===== config.mk =====
export PLATFORM = sky130hd
export DESIGN_NAME = rv_control_unit
export DESIGN_NICKNAME = d
export VERILOG_FILES = /design/src/rtl/rv_ctrl_pkg.sv /design/src/rtl/rv_alu_decoder.sv /design/src/rtl/rv_control_unit.sv
export SDC_FILE = /design/constraint.sdc
export NUM_CORES = 1
export LEC_CHECK = 0
export CAP_MARGIN = 20
export CORE_MARGIN = 2
export CORE_UTILIZATION = 31
export DETAILED_ROUTE_END_ITERATION = 10
export PLACE_DENSITY = 0.81
export SYNTH_ARGS = -nofsm -noshare
export SYNTH_HDL_FRONTEND = slang
export SYNTH_SLANG_ARGS = --single-unit

===== constraint.sdc =====
create_clock -name clk -period 2.9 [get_ports clk]
set_input_delay 0.29 -clock clk [delete_from_list [all_inputs] [get_ports clk]]
set_output_delay 0.29 -clock clk [all_outputs]
set_load 0.02 [all_outputs]

===== src/rtl/rv_ctrl_pkg.sv =====
// rtl/rv_ctrl_pkg.sv - shared opcodes, control encodings and main-decode table for the RV32I control unit
package rv_ctrl_pkg;

  localparam logic [6:0] OP_LOAD   = 7'b0000011;
  localparam logic [6:0] OP_STORE  = 7'b0100011;
  localparam logic [6:0] OP_R      = 7'b0110011;
  localparam logic [6:0] OP_IMM    = 7'b0010011;
  localparam logic [6:0] OP_BRANCH = 7'b1100011;
  localparam logic [6:0] OP_JAL    = 7'b1101111;

  typedef enum logic [1:0] {
    ALUOP_ADD   = 2'b00,
    ALUOP_SUB   = 2'b01,
    ALUOP_FUNCT = 2'b10
  } aluop_e;

  localparam logic [2:0] ALU_ADD = 3'b000;
  localparam logic [2:0] ALU_SUB = 3'b001;
  localparam logic [2:0] ALU_AND = 3'b010;
  localparam logic [2:0] ALU_OR  = 3'b011;
  localparam logic [2:0] ALU_SLT = 3'b101;

  localparam logic [1:0] IMM_I = 2'b00;
  localparam logic [1:0] IMM_S = 2'b01;
  localparam logic [1:0] IMM_B = 2'b10;
  localparam logic [1:0] IMM_J = 2'b11;

  localparam logic [1:0] RES_ALU = 2'b00;
  localparam logic [1:0] RES_MEM = 2'b01;
  localparam logic [1:0] RES_PC4 = 2'b10;

  typedef struct packed {
    logic       reg_write;
    logic [1:0] imm_src;
    logic       alu_src;
    logic       mem_write;
    logic [1:0] result_src;
    logic       branch;
    aluop_e     alu_op;
    logic       jump;
  } main_ctrl_t;

  // Unknown opcodes fall through to the all-zero NOP so nothing is written or redirected.
  function automatic main_ctrl_t main_decode(input logic [6:0] op);
    main_ctrl_t c;
    c = '0;
    case (op)
      OP_LOAD: begin
        c.reg_write  = 1'b1;
        c.imm_src    = IMM_I;
        c.alu_src    = 1'b1;
        c.result_src = RES_MEM;
        c.alu_op     = ALUOP_ADD;
      end
      OP_STORE: begin
        c.imm_src   = IMM_S;
        c.alu_src   = 1'b1;
        c.mem_write = 1'b1;
        c.alu_op    = ALUOP_ADD;
      end
      OP_R: begin
        c.reg_write = 1'b1;
        c.alu_op    = ALUOP_FUNCT;
      end
      OP_IMM: begin
        c.reg_write = 1'b1;
        c.imm_src   = IMM_I;
        c.alu_src   = 1'b1;
        c.alu_op    = ALUOP_FUNCT;
      end
      OP_BRANCH: begin
        c.imm_src = IMM_B;
        c.branch  = 1'b1;
        c.alu_op  = ALUOP_SUB;
      end
      OP_JAL: begin
        c.reg_write  = 1'b1;
        c.imm_src    = IMM_J;
        c.result_src = RES_PC4;
        c.jump       = 1'b1;
      end
      default: c = '0;
    endcase
    return c;
  endfunction

endpackage


===== src/rtl/rv_alu_decoder.sv =====
// rtl/rv_alu_decoder.sv - combinational ALUOp/funct3/funct7 to ALU operation decode
module rv_alu_decoder
  import rv_ctrl_pkg::*;
(
  input  logic [1:0] alu_op_i,
  input  logic [2:0] funct3_i,
  input  logic       op5_i,
  input  logic       funct7b5_i,
  output logic [2:0] alu_ctrl_o
);

  always_comb begin
    alu_ctrl_o = ALU_ADD;
    case (alu_op_i)
      ALUOP_ADD: alu_ctrl_o = ALU_ADD;
      ALUOP_SUB: alu_ctrl_o = ALU_SUB;
      ALUOP_FUNCT: begin
        case (funct3_i)
          // op5 separates R-type from I-ALU: addi has no subtract form even with bit30 set.
          3'b000:  alu_ctrl_o = (op5_i & funct7b5_i) ? ALU_SUB : ALU_ADD;
          3'b010:  alu_ctrl_o = ALU_SLT;
          3'b110:  alu_ctrl_o = ALU_OR;
          3'b111:  alu_ctrl_o = ALU_AND;
          default: alu_ctrl_o = ALU_ADD;
        endcase
      end
      default: alu_ctrl_o = ALU_ADD;
    endcase
  end

endmodule


===== src/rtl/rv_control_unit.sv =====
// rtl/rv_control_unit.sv - RV32I main control decoder with a registered output stage
module rv_control_unit
  import rv_ctrl_pkg::*;
(
  input  logic        clk,
  input  logic        rst,
  input  logic [31:0] instruction,
  output logic        Pcsrc,
  output logic [1:0]  ResultSrc,
  output logic        Alusrc,
  output logic [2:0]  Aluctrl,
  output logic [1:0]  ALUOp,
  output logic [1:0]  ImmSrc,
  output logic        regwire,
  output logic        memwrite
);

  logic [6:0] op;
  logic [2:0] funct3;
  logic       funct7b5;
  logic       unused_instr_bits;

  assign op       = instruction[6:0];
  assign funct3   = instruction[14:12];
  assign funct7b5 = instruction[30];
  assign unused_instr_bits = ^{instruction[31], instruction[29:15], instruction[11:7]};

  main_ctrl_t ctrl_d;
  logic [2:0] aluctrl_d;

  assign ctrl_d = main_decode(op);

  rv_alu_decoder u_alu_decoder (
    .alu_op_i   (ctrl_d.alu_op),
    .funct3_i   (funct3),
    .op5_i      (op[5]),
    .funct7b5_i (funct7b5),
    .alu_ctrl_o (aluctrl_d)
  );

  logic       pcsrc_d;
  logic       pcsrc_q;
  logic [1:0] result_src_q;
  logic       alu_src_q;
  logic [2:0] aluctrl_q;
  logic [1:0] alu_op_q;
  logic [1:0] imm_src_q;
  logic       reg_write_q;
  logic       mem_write_q;

  // Branch qualification with Zero happens in the datapath; here it is only a request.
  assign pcsrc_d = ctrl_d.branch | ctrl_d.jump;

  always_ff @(posedge clk) begin
    if (rst) begin
      pcsrc_q      <= 1'b0;
      result_src_q <= 2'b00;
      alu_src_q    <= 1'b0;
      aluctrl_q    <= 3'b000;
      alu_op_q     <= 2'b00;
      imm_src_q    <= 2'b00;
      reg_write_q  <= 1'b0;
      mem_write_q  <= 1'b0;
    end else begin
      pcsrc_q      <= pcsrc_d;
      result_src_q <= ctrl_d.result_src;
      alu_src_q    <= ctrl_d.alu_src;
      aluctrl_q    <= aluctrl_d;
      alu_op_q     <= ctrl_d.alu_op;
      imm_src_q    <= ctrl_d.imm_src;
      reg_write_q  <= ctrl_d.reg_write;
      mem_write_q  <= ctrl_d.mem_write;
    end
  end

  assign Pcsrc     = pcsrc_q;
  assign ResultSrc = result_src_q;
  assign Alusrc    = alu_src_q;
  assign Aluctrl   = aluctrl_q;
  assign ALUOp     = alu_op_q;
  assign ImmSrc    = imm_src_q;
  assign regwire   = reg_write_q;
  assign memwrite  = mem_write_q;

endmodule


# ---- Yosys cells after proc, flatten, opt, wreduce, memory -nomap -nowiden
# Index checks and enable logic that the tools add are counted.
dict set report totals {
  in_bits 34
  ff_bits 13
  wordCells 36
}
dict set report op_classes {
  n_mux 11
  reduce_logical 4
  bitwise_logic 2
  n_eq_ne 11
}
# op count
set ops {}
lappend ops {{$eq A7 B6 Y1 const B} 2}
lappend ops {{$eq A7 B7 Y1 const B} 2}
lappend ops {{$pmux W3 S4} 1}
lappend ops {{$pmux W2 S2} 2}
lappend ops {{$eq A7 B2 Y1 const B} 1}
lappend ops {{$eq A7 B5 Y1 const B} 1}
lappend ops {{$eq A3 B3 Y1 const B} 2}
lappend ops {{$mux W1} 6}
lappend ops {{$pmux W2 S3} 1}
lappend ops {{$pmux W3 S2} 1}
lappend ops {{$reduce_or A4 Y1} 1}
lappend ops {{$eq A3 B2 Y1 const B} 1}
lappend ops {{$logic_not A3 Y1} 1}
lappend ops {{$reduce_or A3 Y1} 1}
lappend ops {{$eq A2 B1 Y1 const B} 1}
lappend ops {{$eq A2 B2 Y1 const B} 1}
lappend ops {{$reduce_or A2 Y1} 1}
lappend ops {{$and A1 B1 Y1} 1}
lappend ops {{$or A1 B1 Y1} 1}

# ---- Logic depth before layout (Yosys ltp)
dict set report depth {
  depth_word 5
  depth_mapped 6
}

# ---- Hierarchy
# A second synthesis with hierarchy kept.
dict set report hier_totals {
  hier_cells 54
  hier_area_um2 519.2
}
# mod area_per_inst_um2 instances seq_area_each_um2 cells_each
set by_module_without_submodules {}
lappend by_module_without_submodules {rv_control_unit 422.9 1 260.2 43}
lappend by_module_without_submodules {rv_alu_decoder 96.3 1 0.0 11}

# ---- Worst setup path before layout
# Ideal clock, no wire load.
dict set report synth_timing {
  kind {input -> register}
  start {input instruction[3]}
  end {register aluctrl_q[0], in the netlist Aluctrl[0]}
  required_time_ps 2777
  setup_ps 123
  path_buffers 0
  path_stages 6
  path_slack_ps 1351
  t_arrival_ps 1426
  cell_sequence {nor2_1 -> nand3_1 -> or3_2 -> ha_1 -> nand4bb_1 -> o21ai_0}
}
dict set report synth_between {
  elab_chain_cells 5
  elab_cells_between_ends 8
}
# item line_no
set synth_rtl {}
lappend synth_rtl {{start, declared} rv_control_unit.sv:7} ;# input logic [31:0] instruction,
lappend synth_rtl {{$eq A7 B5 Y1 / $eq A7 B6 Y1 (equally long branches)} rv_ctrl_pkg.sv:47} ;# case (op)
lappend synth_rtl {{$reduce_or A2 Y1 (no line)} --}
lappend synth_rtl {{$pmux W2 S2 (*)} rv_ctrl_pkg.sv:47}
lappend synth_rtl {{$eq A2 B2 Y1 / $eq A2 B1 Y1 (equally long branches)} rv_alu_decoder.sv:14} ;# case (alu_op_i)
lappend synth_rtl {{$pmux W3 S2 (*)} rv_alu_decoder.sv:14}
lappend synth_rtl {{end signal, assigned} rv_control_unit.sv:68} ;# aluctrl_q <= aluctrl_d;
lappend synth_rtl {{end, declared} rv_control_unit.sv:45} ;# logic [2:0] aluctrl_q;
# Mark *: on every way between the ends. The rest lies on a longest branch, timed or not.
# A chain may end at the register's enable or synchronous reset.

# ---- Final worst setup path
dict set report layout_timing {
  start {input instruction[3]}
  end {register aluctrl_q[1], in the netlist Aluctrl[1]}
}
# Same word-level chain as after synthesis.

==> metrics.txt <==
worst hold-check path type in -> reg; H-tree depth 1; Synthesized Nets 87; Die H about 44 um; fin nets roughly 120; DR vias about 440; placed cell areas approximately 760 um^2; port buffer count 25; minimum clock period 1.97 ns; TritonCTS clock tree yes; Reg clk slew, reported paths approximately 0.060 ns; Final Cell Area about 800 um^2; DIE AREA 1950 um^2; Inst Count DP 90; Slew Limit Fails 0; Pleak 0.297 nW; Final Hold Fails 0; CP Capture Type register; top post-synthesis cells by area dfxtp_1 48%, ha_1 7.5%, nor2_1 3.8%; #FFs+latches synth 12; Area growth syn-to-layout 59.8%; EDFF count, synth 0; Compound-Gate Fraction of Synth Area 0.0650; final setup fails 0; final setup margin between 0.9 and 1 ns; slowest CP cell clkdlybuf4s50_1; CP Launch Point instruction[3]; final worst-path cycle share 0.679; total gr overflow 0; Crit Path Max Fanout 4; fill count between 100 and 150; Final HPWL DP ~800 um; initial core utilization 0.332; post-synth cell types 26; initial antenna violation count 0; TNS Setup 0 ns; Max-cap violations 0; postcts setup bufs 0; DR vias/cell 4.70; dpl ws approximately 0.7 ns; Peak VDD IR between 200 and 250 uV; multi-input logic area between 200 and 250 um^2; Synth Area in Adders 0.0750; post-cts resize count 0; Achievable Freq around 0.51 GHz; largest family of logic cells by synthesized area simple AND/OR/NAND/NOR gates; IO Pins 47; CP Launch Type input pin; status finished, final reports clean; Cell Rows 14; simple logic cell fraction of the synthesized area 0.313; first-pass detailed-route iteration total 4; 1st-iter DRT viols 14; Mean Syn Cell Area about 10 um^2; final std cells w/o fill between 90 and 100; CTS Root Cell clkbuf_4; Setup Crit Path Kind in -> reg; CP arrival ~2.1 ns; # DRC 0; Crit path largest cell delay between 0.4 and 0.5 ns; post-synth top area share 0.480; mapped cell area 500 um^2; vias in the first global route roughly 410; routability cong. between 0.7 and 0.8; clk sink count 12; xor-xnor portion of the synthesized cell area 0; Synth Warn # 0; post-synthesis mux area share 0.0225; Overall Global Routing Usage 0.116; register area approximately 240 um^2; critical path data required time between 3 and 4 ns; Core ar. 1510 um^2; ANT cells 0; Main synth FF type dfxtp_1; Hold Crit Start instruction[14]; total CTS buffers 3; Slew HR 0.814; sequential share of the synthesized area 0.480; Bufs on Longest Clock Path 2; Synth Instances 50; first-pass GRT wire length ~1600 um; die extent in x 44.2 um; largest net degree at the start of global routing 8; mean routed wirelength per cell roughly 10 um; unrepaired setup endpoints after global routing no; worst slew pin tran around 0.28 ns; # hold bufs at CTS 0; overall routed net length between 900 and 1000 um; Yosys top cell by area dfxtp_1; remaining antenna violation count 0; share of cells above drive strength 1 0.141; Power Density roughly 400 nW/um^2; async set-or-reset flop fraction in the synthesized netlist 0; cells along the critical path clkdlybuf4s50_1, nor2_1, nand3_1, or3_2, ha_1, nor4b_1
## metrics by stage
stage	total power [mW]	util	hold slack (ns)
after floorplan	0.180	-	0.359
after global placement	0.204	0.507	0.869
after detailed placement	0.205	0.507	0.872
after CTS	0.334	0.531	0.589
after global routing	0.346	0.531	0.591
final	0.329	0.531	0.599
## final timing paths
path / to / cells past startpoint / slack [ns]
min: Aluctrl[2] / 2 / 0.60
max: Aluctrl[1] / 6 / 0.93
## cell usage in the layout, fill, tap and decap left out, drive strengths merged
master / count
nand3b: 2
nor2: 5
a21oi: 2
ha: 3
clkbuf: 4
a31oi: 1
and3b: 1
nor3: 3
o21ai: 1
inv: 4
nand2b: 1
or2: 1
nor4: 1
dfxtp: 12
or3: 2
nand4bb: 1
a211oi: 1
nand4b: 1
nand4: 1
clkdlybuf4s50: 25
mux2: 1
nand2: 2
nor4b: 1
nand3: 2
## synthesized netlist by cell type, drive strengths merged (2+ instances only)
| library cell | number |
|---|---|
| nand2 | 2 |
| nand3 | 2 |
| nor3 | 3 |
| dfxtp | 12 |
| ha | 3 |
| or3 | 2 |
| a21oi | 2 |
| nand3b | 2 |
| nor2 | 5 |
| inv | 4 |
## sequential cells by signal, summed over array words and instances, names as in the netlist
signal     flops
Aluctrl        3
ResultSrc      2
Alusrc         1
ImmSrc         2
ALUOp          2
regwire        1
memwrite       1
## power by group
part,internal [mW],switching (mW)
combinational,0.0212,0.0150
sequential,0.165,0.000160
clock,0.0762,0.0507
total,0.263,0.0659
## final cells by class
| cell class | count | share of cell area |
|---|---|---|
| multi-input cells | 33 | 0.297 |
| well taps | 16 | 0.0250 |
| clock buffers | 4 | 0.0454 |
| flip-flops and latches | 12 | 0.300 |
| repair buffers | 25 | 0.313 |
| inverters | 4 | 0.0188 |
## worst max-delay path, delay by kind of cell
| kind | cells | cell delay [ns] |
|---|---|---|
| simple gates | 4 | 1.04 |
| buf+inv | 1 | 0.45 |
| fa+ha+maj | 1 | 0.33 |
## per-layer routing
| layer | routed length [um] | GRT usage | up-vias |
|---|---|---|---|
| met1 | 382 | 0.116 | 186 |
| met5 | 0 | 0 | - |
| met2 | 469 | 0.197 | 24 |
| met3 | 72 | 0.0245 | 2 |
| met4 | 23 | 0.109 | 0 |
| li1 | - | - | 230 |
## cell families after synthesis
group                      count (synthesis)
DFF                                       12
buffers and inverters                      5
AOI/OAI and AO/OA                          5
muxes                                      1
and+or+nand+nor                           24
adders and majority gates                  3
Power figures use the tool's default switching activity.
